### src/rtl/id_ex_operand_stage.sv
// rtl/id_ex_operand_stage.sv - ID/EX pipeline register with operand forwarding and load-use detection
//
// Captures one decoded instruction per cycle and presents resolved ALU operands
// on the following cycle.
//
// Ports:
//   clk, rst                      clock, async active-high reset
//   stall, flush                  pipeline controller requests (flush wins)
//   id_*                          decoded instruction from the ID stage
//   exm_wen/rd_addr/result        EX/MEM writeback candidate for forwarding
//   mwb_wen/rd_addr/result        MEM/WB writeback candidate for forwarding
//   alu_a, alu_b, alu_op          resolved execute-stage operands and opcode
//   ex_store_data                 forwarded rt value for stores
//   ex_rd_addr, ex_wen,
//   ex_mem_rd, ex_mem_wr,
//   ex_valid                      registered controls
//   load_use_hazard               combinational; upstream holds PC and IF/ID
module id_ex_operand_stage #(
  parameter int DSIZE  = 16,
  parameter int AWIDTH = 4
) (
  input  logic              clk,
  input  logic              rst,
  input  logic              stall,
  input  logic              flush,
  input  logic              id_valid,
  input  logic [2:0]        id_op,
  input  logic [AWIDTH-1:0] id_rs_addr,
  input  logic [AWIDTH-1:0] id_rt_addr,
  input  logic [AWIDTH-1:0] id_rd_addr,
  input  logic [DSIZE-1:0]  id_rs_data,
  input  logic [DSIZE-1:0]  id_rt_data,
  input  logic [DSIZE-1:0]  id_imm,
  input  logic              id_use_imm,
  input  logic              id_rt_used,
  input  logic              id_wen,
  input  logic              id_mem_rd,
  input  logic              id_mem_wr,
  input  logic              exm_wen,
  input  logic [AWIDTH-1:0] exm_rd_addr,
  input  logic [DSIZE-1:0]  exm_result,
  input  logic              mwb_wen,
  input  logic [AWIDTH-1:0] mwb_rd_addr,
  input  logic [DSIZE-1:0]  mwb_result,
  output logic [DSIZE-1:0]  alu_a,
  output logic [DSIZE-1:0]  alu_b,
  output logic [2:0]        alu_op,
  output logic [DSIZE-1:0]  ex_store_data,
  output logic [AWIDTH-1:0] ex_rd_addr,
  output logic              ex_wen,
  output logic              ex_mem_rd,
  output logic              ex_mem_wr,
  output logic              ex_valid,
  output logic              load_use_hazard
);

  logic [AWIDTH-1:0] rs_addr_q;
  logic [AWIDTH-1:0] rt_addr_q;
  logic [DSIZE-1:0]  rs_data_q;
  logic [DSIZE-1:0]  rt_data_q;
  logic [DSIZE-1:0]  imm_q;
  logic              use_imm_q;
  logic [DSIZE-1:0]  rs_fwd;
  logic [DSIZE-1:0]  rt_fwd;
  logic              bubble;

  // A load in EX cannot supply its data until it reaches MEM/WB, so a
  // dependent instruction in ID must wait one cycle behind a bubble.
  always_comb begin
    load_use_hazard = ex_valid && ex_mem_rd && (ex_rd_addr != '0) && id_valid &&
                      ((id_rs_addr == ex_rd_addr) ||
                       (id_rt_used && (id_rt_addr == ex_rd_addr)));
  end

  // The hazard only inserts a bubble when the controller is not already
  // stalling; under stall the held load must stay in EX.
  assign bubble = flush || (load_use_hazard && !stall);

  always_ff @(posedge clk or posedge rst) begin
    if (rst) begin
      alu_op     <= '0;
      rs_addr_q  <= '0;
      rt_addr_q  <= '0;
      ex_rd_addr <= '0;
      rs_data_q  <= '0;
      rt_data_q  <= '0;
      imm_q      <= '0;
      use_imm_q  <= 1'b0;
      ex_wen     <= 1'b0;
      ex_mem_rd  <= 1'b0;
      ex_mem_wr  <= 1'b0;
      ex_valid   <= 1'b0;
    end else if (bubble) begin
      alu_op     <= '0;
      rs_addr_q  <= '0;
      rt_addr_q  <= '0;
      ex_rd_addr <= '0;
      rs_data_q  <= '0;
      rt_data_q  <= '0;
      imm_q      <= '0;
      use_imm_q  <= 1'b0;
      ex_wen     <= 1'b0;
      ex_mem_rd  <= 1'b0;
      ex_mem_wr  <= 1'b0;
      ex_valid   <= 1'b0;
    end else if (!stall) begin
      alu_op     <= id_op;
      rs_addr_q  <= id_rs_addr;
      rt_addr_q  <= id_rt_addr;
      ex_rd_addr <= id_rd_addr;
      rs_data_q  <= id_rs_data;
      rt_data_q  <= id_rt_data;
      imm_q      <= id_imm;
      use_imm_q  <= id_use_imm;
      ex_wen     <= id_wen & id_valid;
      ex_mem_rd  <= id_mem_rd & id_valid;
      ex_mem_wr  <= id_mem_wr & id_valid;
      ex_valid   <= id_valid;
    end
  end

  // Youngest result wins: EX/MEM before MEM/WB before register file.
  // Register 0 is hard-wired zero and never takes a forwarded value.
  always_comb begin
    rs_fwd = rs_data_q;
    if (exm_wen && (exm_rd_addr == rs_addr_q) && (rs_addr_q != '0))
      rs_fwd = exm_result;
    else if (mwb_wen && (mwb_rd_addr == rs_addr_q) && (rs_addr_q != '0))
      rs_fwd = mwb_result;

    rt_fwd = rt_data_q;
    if (exm_wen && (exm_rd_addr == rt_addr_q) && (rt_addr_q != '0))
      rt_fwd = exm_result;
    else if (mwb_wen && (mwb_rd_addr == rt_addr_q) && (rt_addr_q != '0))
      rt_fwd = mwb_result;
  end

  // Operands are zeroed for bubbles so the ALU never sees stale forwarded data.
  always_comb begin
    alu_a         = '0;
    alu_b         = '0;
    ex_store_data = '0;
    if (ex_valid) begin
      alu_a         = rs_fwd;
      alu_b         = use_imm_q ? imm_q : rt_fwd;
      ex_store_data = rt_fwd;
    end
  end

endmodule

### config.mk
export PLATFORM = sky130hd
export DESIGN_NAME = id_ex_operand_stage
export DESIGN_NICKNAME = d
export VERILOG_FILES = /design/src/rtl/id_ex_operand_stage.sv
export SDC_FILE = /design/constraint.sdc
export NUM_CORES = 1
export LEC_CHECK = 0
export CORE_UTILIZATION = 36
export CTS_CLUSTER_DIAMETER = 120
export DETAILED_ROUTE_END_ITERATION = 16
export GPL_ROUTABILITY_DRIVEN = 0
export PLACE_DENSITY = 0.8
export RECOVER_POWER = 100
export SYNTH_ARGS = -nofsm -noshare
export SYNTH_HDL_FRONTEND = slang
export SYNTH_SLANG_ARGS = --single-unit
### constraint.sdc
create_clock -name clk -period 5.7 [get_ports clk]
set_clock_uncertainty 0.15 [all_clocks]
set_input_delay 1.14 -clock clk [delete_from_list [all_inputs] [get_ports clk]]
set_output_delay 1.14 -clock clk [all_outputs]
set_load 0.1 [all_outputs]
==> results of run 1 <==
## metrics by stage
step	utilization	hold WS [ns]	power (mW)	setup WS (ns)
floorplan	-	0.315	0.731	0.735
global placement	0.536	0.325	0.872	0.839
detailed placement	0.536	0.331	0.880	0.709
CTS	0.565	0.343	1.45	0.713
global route	0.555	0.367	1.49	0.320
finish	0.555	0.339	1.43	0.421
## routing by layer
layer  up-vias  routed length [um]  GRT usage
met3        26                1330     0.0646
met4         0                 296     0.0895
met2       200                7270      0.420
met1      2116                6130      0.316
li1       2053                   -          -
met5         -                   0          0
## cells in the mapped netlist, drive strengths merged, types with 4 or more instances
cell    number  area, sq um
mux2i       32          320
nor2         4         15.0
xnor2       11         96.3
xor2        10         87.6
nand3b      17          128
o21ai       32          160
nand2      100          375
or3b         8         70.1
nand3        8         45.0
o22ai       48          300
buf         10         57.6
nor3         4         20.0
clkbuf      38          143
a21oi       33          176
o221ai      16          140
a32o        20          200
dfrtp       68         1700
## registers in the layout, summed over array words and instances (netlist names)
register and count:
ex_wen 1, rt_data_q 16, alu_op 3, imm_q 16, rs_data_q 16, use_imm_q 1
rs_addr_q 4, ex_mem_rd 1, ex_mem_wr 1, ex_rd_addr 4, ex_valid 1, rt_addr_q 4
## path summary, 6_finish.rpt
kind | slack, ns | depth (start not counted) | to | from
hold / removal | 0.34 | 1 | imm_q[13]$_DFFE_PP0P_ | imm_q[13]$_DFFE_PP0P_
max in group asynchronous | 1.51 | 3 | rs_data_q[0]$_DFFE_PP0P_ | rst
setup reg to reg | 2.36 | 7 | imm_q[15]$_DFFE_PP0P_ | ex_valid$_DFFE_PP0P_
setup / recovery | 0.42 | 6 | alu_a[9] | mwb_rd_addr[3]
min in group asynchronous | 1.49 | 2 | imm_q[14]$_DFFE_PP0P_ | rst
hold reg to reg | 0.34 | 1 | imm_q[13]$_DFFE_PP0P_ | imm_q[13]$_DFFE_PP0P_
## kinds of logic (layout without fill, tap and decap cells)
| kind of cell | after synthesis | count (layout) | share of synthesized area |
|---|---|---|---|
| AOI/OAI and AO/OA | 152 | 152 | 0.242 |
| xor gates and xnor gates | 21 | 21 | 0.0443 |
| buffers and inverters | 50 | 200 | 0.0500 |
| DFF | 68 | 68 | 0.410 |
| muxes | 32 | 32 | 0.0772 |
| other | 0 | 1 | 0 |
| and+or+nand+nor | 154 | 154 | 0.177 |
## final cells by class
class,count,area [sq um],share of cell area
tap,140,175,0.0286
clock buffer,11,253,0.0413
inverter,2,7.51,0.00123
clock inverter,5,58.8,0.00961
sequential,68,1700,0.278
timing repair buffer,182,1650,0.269
antenna,1,2.50,0.000409
multi-input combinational,359,2280,0.372
## worst max-delay path, delay by kind of cell
kind / cells / cell delay, ns
buf+inv: 2 / 1.34
compound gates: 2 / 0.92
mux: 1 / 0.16
simple gates: 1 / 0.42
## power by group
group	switching [mW]	leakage (nW)	total, mW	internal (mW)
registers	0.0246	0.905	0.534	0.510
clock network	0.205	0.148	0.568	0.363
logic	0.201	1.46	0.333	0.132
total	0.430	2.51	1.43	1.00
==> run summary, run 1 <==
Row count - 38
Routed wire per std cell - 19.6 um
DP Cell Count - 751
Worst Hold Class - flip-flop to flip-flop
Fin crit period - 5.28 ns
RSZ-0062 raised after global routing - no
Total grt overflow - 0
Vias - 4,395
Filler cell count in the final layout - 1,022
Routed WL - 15,000 um
Commonest non-fill, non-tap cell in the layout - clkdlybuf4s50_1
Crit. End Element - primary output
Crit-path cells - clkdlybuf4s50_1 -> or3_1 -> a21oi_4 -> mux2i_1 -> a21oi_1 -> clkbuf_1
Clock latency at the later pin of the worst-skew pair - 0.31 ns
H-tree depth - 3
Share of layout cells above drive strength 1 - 0.126
Failing checks - capacitance limit, slew limit
Pins Over Slew Limit - 35
Area grow syn2layout - 47.5%
Drt pass-1 iters - 5
EDFF count, synth - 0
LEAKAGE - 2.51 nW
Initial DRC count - 308
Die W - 109 um
P per Cell Area - 234 nW/um^2
Delay of the slowest critical-path stage - 0.89 ns
Drt drc - 0
Syn avg cell area - 8.70 sq um
Placed inst area - 5920 sq um
Final Hold Viols - 0
Detail Placement HPWL - 10,500 um
WS Path Type - primary input to primary output
Setup Buffers After CTS - 0
Clock slew at reported path FFs - 0.05 ns
Die height - 109 um
Headroom to the max-slew limit - -0.263
Global-route wire length before repair - 23,000 um
Distinct cells, synth - 31
Clk sinks - 68
Initial core utilization - 0.376
Maximum clock path buffer count - 2
Layout Nets - 737
CP max-delay cell - clkbuf_1
Ys async rst share - 1.00
Worst setup SP type - primary input
Critical-path maximum fanout - 16
Max Cap Viol - 1
Root buf cell - clkbuf_16
Register area share after synthesis - 0.410
Most frequent cells in the layout - 110 x clkdlybuf4s50_1, 100 x nand2_1, 68 x dfrtp_1
Period utilization - 0.926
Initial antenna violation count - 1
CTS tree - yes
Design area - 6120 sq um
#FFs+latches synth - 68
CP arrival - 3.99 ns
Core Box Area - 11,000 sq um
VDD IR-drop max - 156 uV
Net count after synthesis - 592
Cts hold-fix bufs - 0
Fmax - 0.189 GHz
Yosys warns - 0
Vias in the first global route - 4,540
CP required - 4.41 ns
CTS buffer count - 9
TNS Setup - 0 ns
Synth Instances - 477
I/O Buffers - 174
CTS resizes - 0
Pin count of the biggest net entering global routing - 57
Netlist Area Pre-Place - 4150 sq um
Outcome - finished with violations
Ports - 175
Setup Viol. Count Final - 0
Post-Layout Cell Count - 768
Worst-margin pin slew - 1.89 ns
Via density - 5.72
DRT antenna net count - 0
Most used DFF post-synth - dfrtp_1
GRT Total Usage - 0.252
Die area - 12,000 sq um
No activity file was read; power rests on OpenSTA's default activity.
==> run 2: changes to the inputs <==
--- a/config.mk
+++ b/config.mk
@@ -5,11 +5,12 @@
 export SDC_FILE = /design/constraint.sdc
 export NUM_CORES = 1
 export LEC_CHECK = 0
+export CORE_MARGIN = 8
 export CORE_UTILIZATION = 36
 export CTS_CLUSTER_DIAMETER = 120
 export DETAILED_ROUTE_END_ITERATION = 16
 export GPL_ROUTABILITY_DRIVEN = 0
-export PLACE_DENSITY = 0.8
+export PLACE_DENSITY = 0.7
 export RECOVER_POWER = 100
 export SYNTH_ARGS = -nofsm -noshare
 export SYNTH_HDL_FRONTEND = slang
==> constraint.sdc (replaced) <==
create_clock -name clk -period 5.7 [get_ports clk]
set_clock_uncertainty 0.15 [all_clocks]
set_input_delay 0.855 -clock clk [delete_from_list [all_inputs] [get_ports clk]]
set_output_delay 0.855 -clock clk [all_outputs]
set_load 0.1 [all_outputs]
==> run summary, run 2 (synthesis gave the netlist of run 1 again) <==
Area grow syn2layout - 45.1%
Core Box Area - 11,300 sq um (+2.6%)
RR Startpoint - ex_rd_addr[1]$_DFFE_PP0P_
Final Hold Viols - 0 (unchanged)
CP required - 4.70 ns (+0.29 ns)
Initial antenna violation count - 0 (-1)
H-tree depth - 3 (unchanged)
Setup Buffers After CTS - 0 (unchanged)
DP Cell Count - 755 (+0.53%)
Die area - 15,200 sq um (+27%)
WS Path Type - primary input to primary output
Biggest regs - imm_q (16), rs_data_q (16), rt_data_q (16)
Drt drc - 0 (unchanged)
DRT antenna net count - 0 (unchanged)
Most frequent cells in the layout - 110 x clkdlybuf4s50_1, 100 x nand2_1, 68 x dfrtp_1
Ports - 175 (unchanged)
Die W - 123 um (+13%)
Die height - 123 um (+13%)
Setup Viol. Count Final - 0 (unchanged)
Pin count of the biggest net entering global routing - 63 (+11%)
Clock latency at the later pin of the worst-skew pair - 0.33 ns (+0.02 ns)
Fin crit period - 5.02 ns (-0.263 ns)
Met2 Wirelength - 7880 um (+8.3%)
Worst R2R Path Depth - 6 (-1)
Worst hold path depth - 1 (unchanged)
Worst-margin pin slew - 2.32 ns (+0.423 ns)
M1 WL - 6770 um (+10%)
Routed wire per std cell - 20.9 um (+7.0%)
Vias - 4,400 (+0.11%)
Worst Hold Class - flip-flop to flip-flop
VDD IR-drop max - 159 uV (+1.3%)
WHS - 0.345 ns (+0.00558 ns)
Crit. End Element - primary output
GRT Total Usage - 0.210 (-0.0427)
Global-route wire length before repair - 24,600 um (+6.8%)
Total grt overflow - 0 (unchanged)
Routed wl met3 - 1100 um (-17%)
Max layer used - met4
RSZ-0062 raised after global routing - no
Post-Layout Cell Count - 771 (+0.39%)
Initial DRC count - 317 (+2.9%)
CTS resizes - 0 (unchanged)
Hold Startpoint - rt_data_q[14]$_DFFE_PP0P_
Maximum clock path buffer count - 2 (unchanged)
Vias in the first global route - 4,460 (-1.8%)
Max Cap Viol - 3 (+2)
Headroom to the max-slew limit - -0.545 (-0.282)
Pins Over Slew Limit - 111 (+220%)
Worst setup SP type - primary input
P per Cell Area - 227 nW/um^2 (-3.1%)
Via density - 5.71 (-0.28%)
Fmax - 0.199 GHz (+5.2%)
Outcome - finished with violations
Layout Nets - 738 (+0.14%)
Commonest non-fill, non-tap cell in the layout - clkdlybuf4s50_1
Failing checks - capacitance limit, slew limit
Share of layout cells above drive strength 1 - 0.121 (-0.00498)
CP arrival - 4.01 ns (+0.02 ns)
Crit path from - mwb_rd_addr[0]
Row count - 39 (+2.6%)
Diodes inserted - 0 (-1)
Clk sinks - 68 (unchanged)
Initial core utilization - 0.367 (-0.00965)
Clock slew at reported path FFs - 0.05 ns (about the same)
Drt pass-1 iters - 5 (unchanged)
CTS buffer count - 9 (unchanged)
Detail Placement HPWL - 11,800 um (+12%)
TNS Setup - 0 ns (unchanged)
Routed WL - 16,200 um (+7.4%)
LEAKAGE - 2.48 nW (-1.2%)
Period utilization - 0.880 (-0.0461)
CTS tree - yes
Cts hold-fix bufs - 0 (unchanged)
Root buf cell - clkbuf_16
Critical-path maximum fanout - 16 (unchanged)
I/O Buffers - 174 (unchanged)
[run 2: changes by cell type in the layout (fill, tap and decap cells not counted), moves of 2 or more]
cell	before	now
buf_12	6	0
buf_4	12	33
clkbuf_1	5	7
clkbuf_2	33	22
clkinvlp_4	2	0
[run 2: critical path, cell delays in order]
cell             delay [ns]
clkdlybuf4s50_1        0.46
xor2_1                 0.16
nor4_1                 0.28
nand3_1                0.93
mux2i_1                0.73
o221ai_1               0.20
clkbuf_2               0.40
[run 2: worst paths after layout]
| check | to | slack, ns |
|---|---|---|
| min in group asynchronous | imm_q[14]$_DFFE_PP0P_ | 1.21 |
| max reg2reg | imm_q[15]$_DFFE_PP0P_ | 1.60 |
| max | alu_b[11] | 0.68 |
| max in group asynchronous | use_imm_q$_DFFE_PP0P_ | 1.69 |
| min reg2reg | rt_data_q[14]$_DFFE_PP0P_ | 0.35 |
| min | rt_data_q[14]$_DFFE_PP0P_ | 0.35 |
[run 2: stage by stage]
stage | total power, mW | util | worst slack, ns | instance area (sq um)
finish | 1.37 | 0.532 | 0.684 | 6020
global route | 1.42 | 0.532 | 0.588 | 6020
CTS | 1.38 | 0.539 | 1.25 | 6100
detailed placement | 0.879 | 0.516 | 1.27 | 5840
global placement | 0.873 | 0.516 | 1.32 | 5840
floorplan | 0.731 | - | 1.30 | 4150
[run 2: cell type report]
| type | instances | area [sq um] |
|---|---|---|
| fill | 1088 | 5300 |
| multi-input combinational | 359 | 2260 |
| sequential | 68 | 1700 |
| timing repair buffer | 183 | 1610 |
| clock buffer | 14 | 254 |
| tap | 143 | 179 |
| clock inverter | 2 | 10.0 |
| inverter | 2 | 7.51 |
[run 2: where the power goes]
part / total [mW] / internal [mW] / leakage, nW / switching [mW]
Clock: 0.503 / 0.305 / 0.131 / 0.198
Sequential: 0.535 / 0.510 / 0.905 / 0.0255
Combinational: 0.330 / 0.131 / 1.45 / 0.199
Total: 1.37 / 0.946 / 2.48 / 0.422
[run 2: routing by layer]
metal  up-vias  track usage
met5         -            0
met4         0       0.0956
met3        27       0.0461
met2       185        0.345
met1      2127        0.258
li1       2061            -
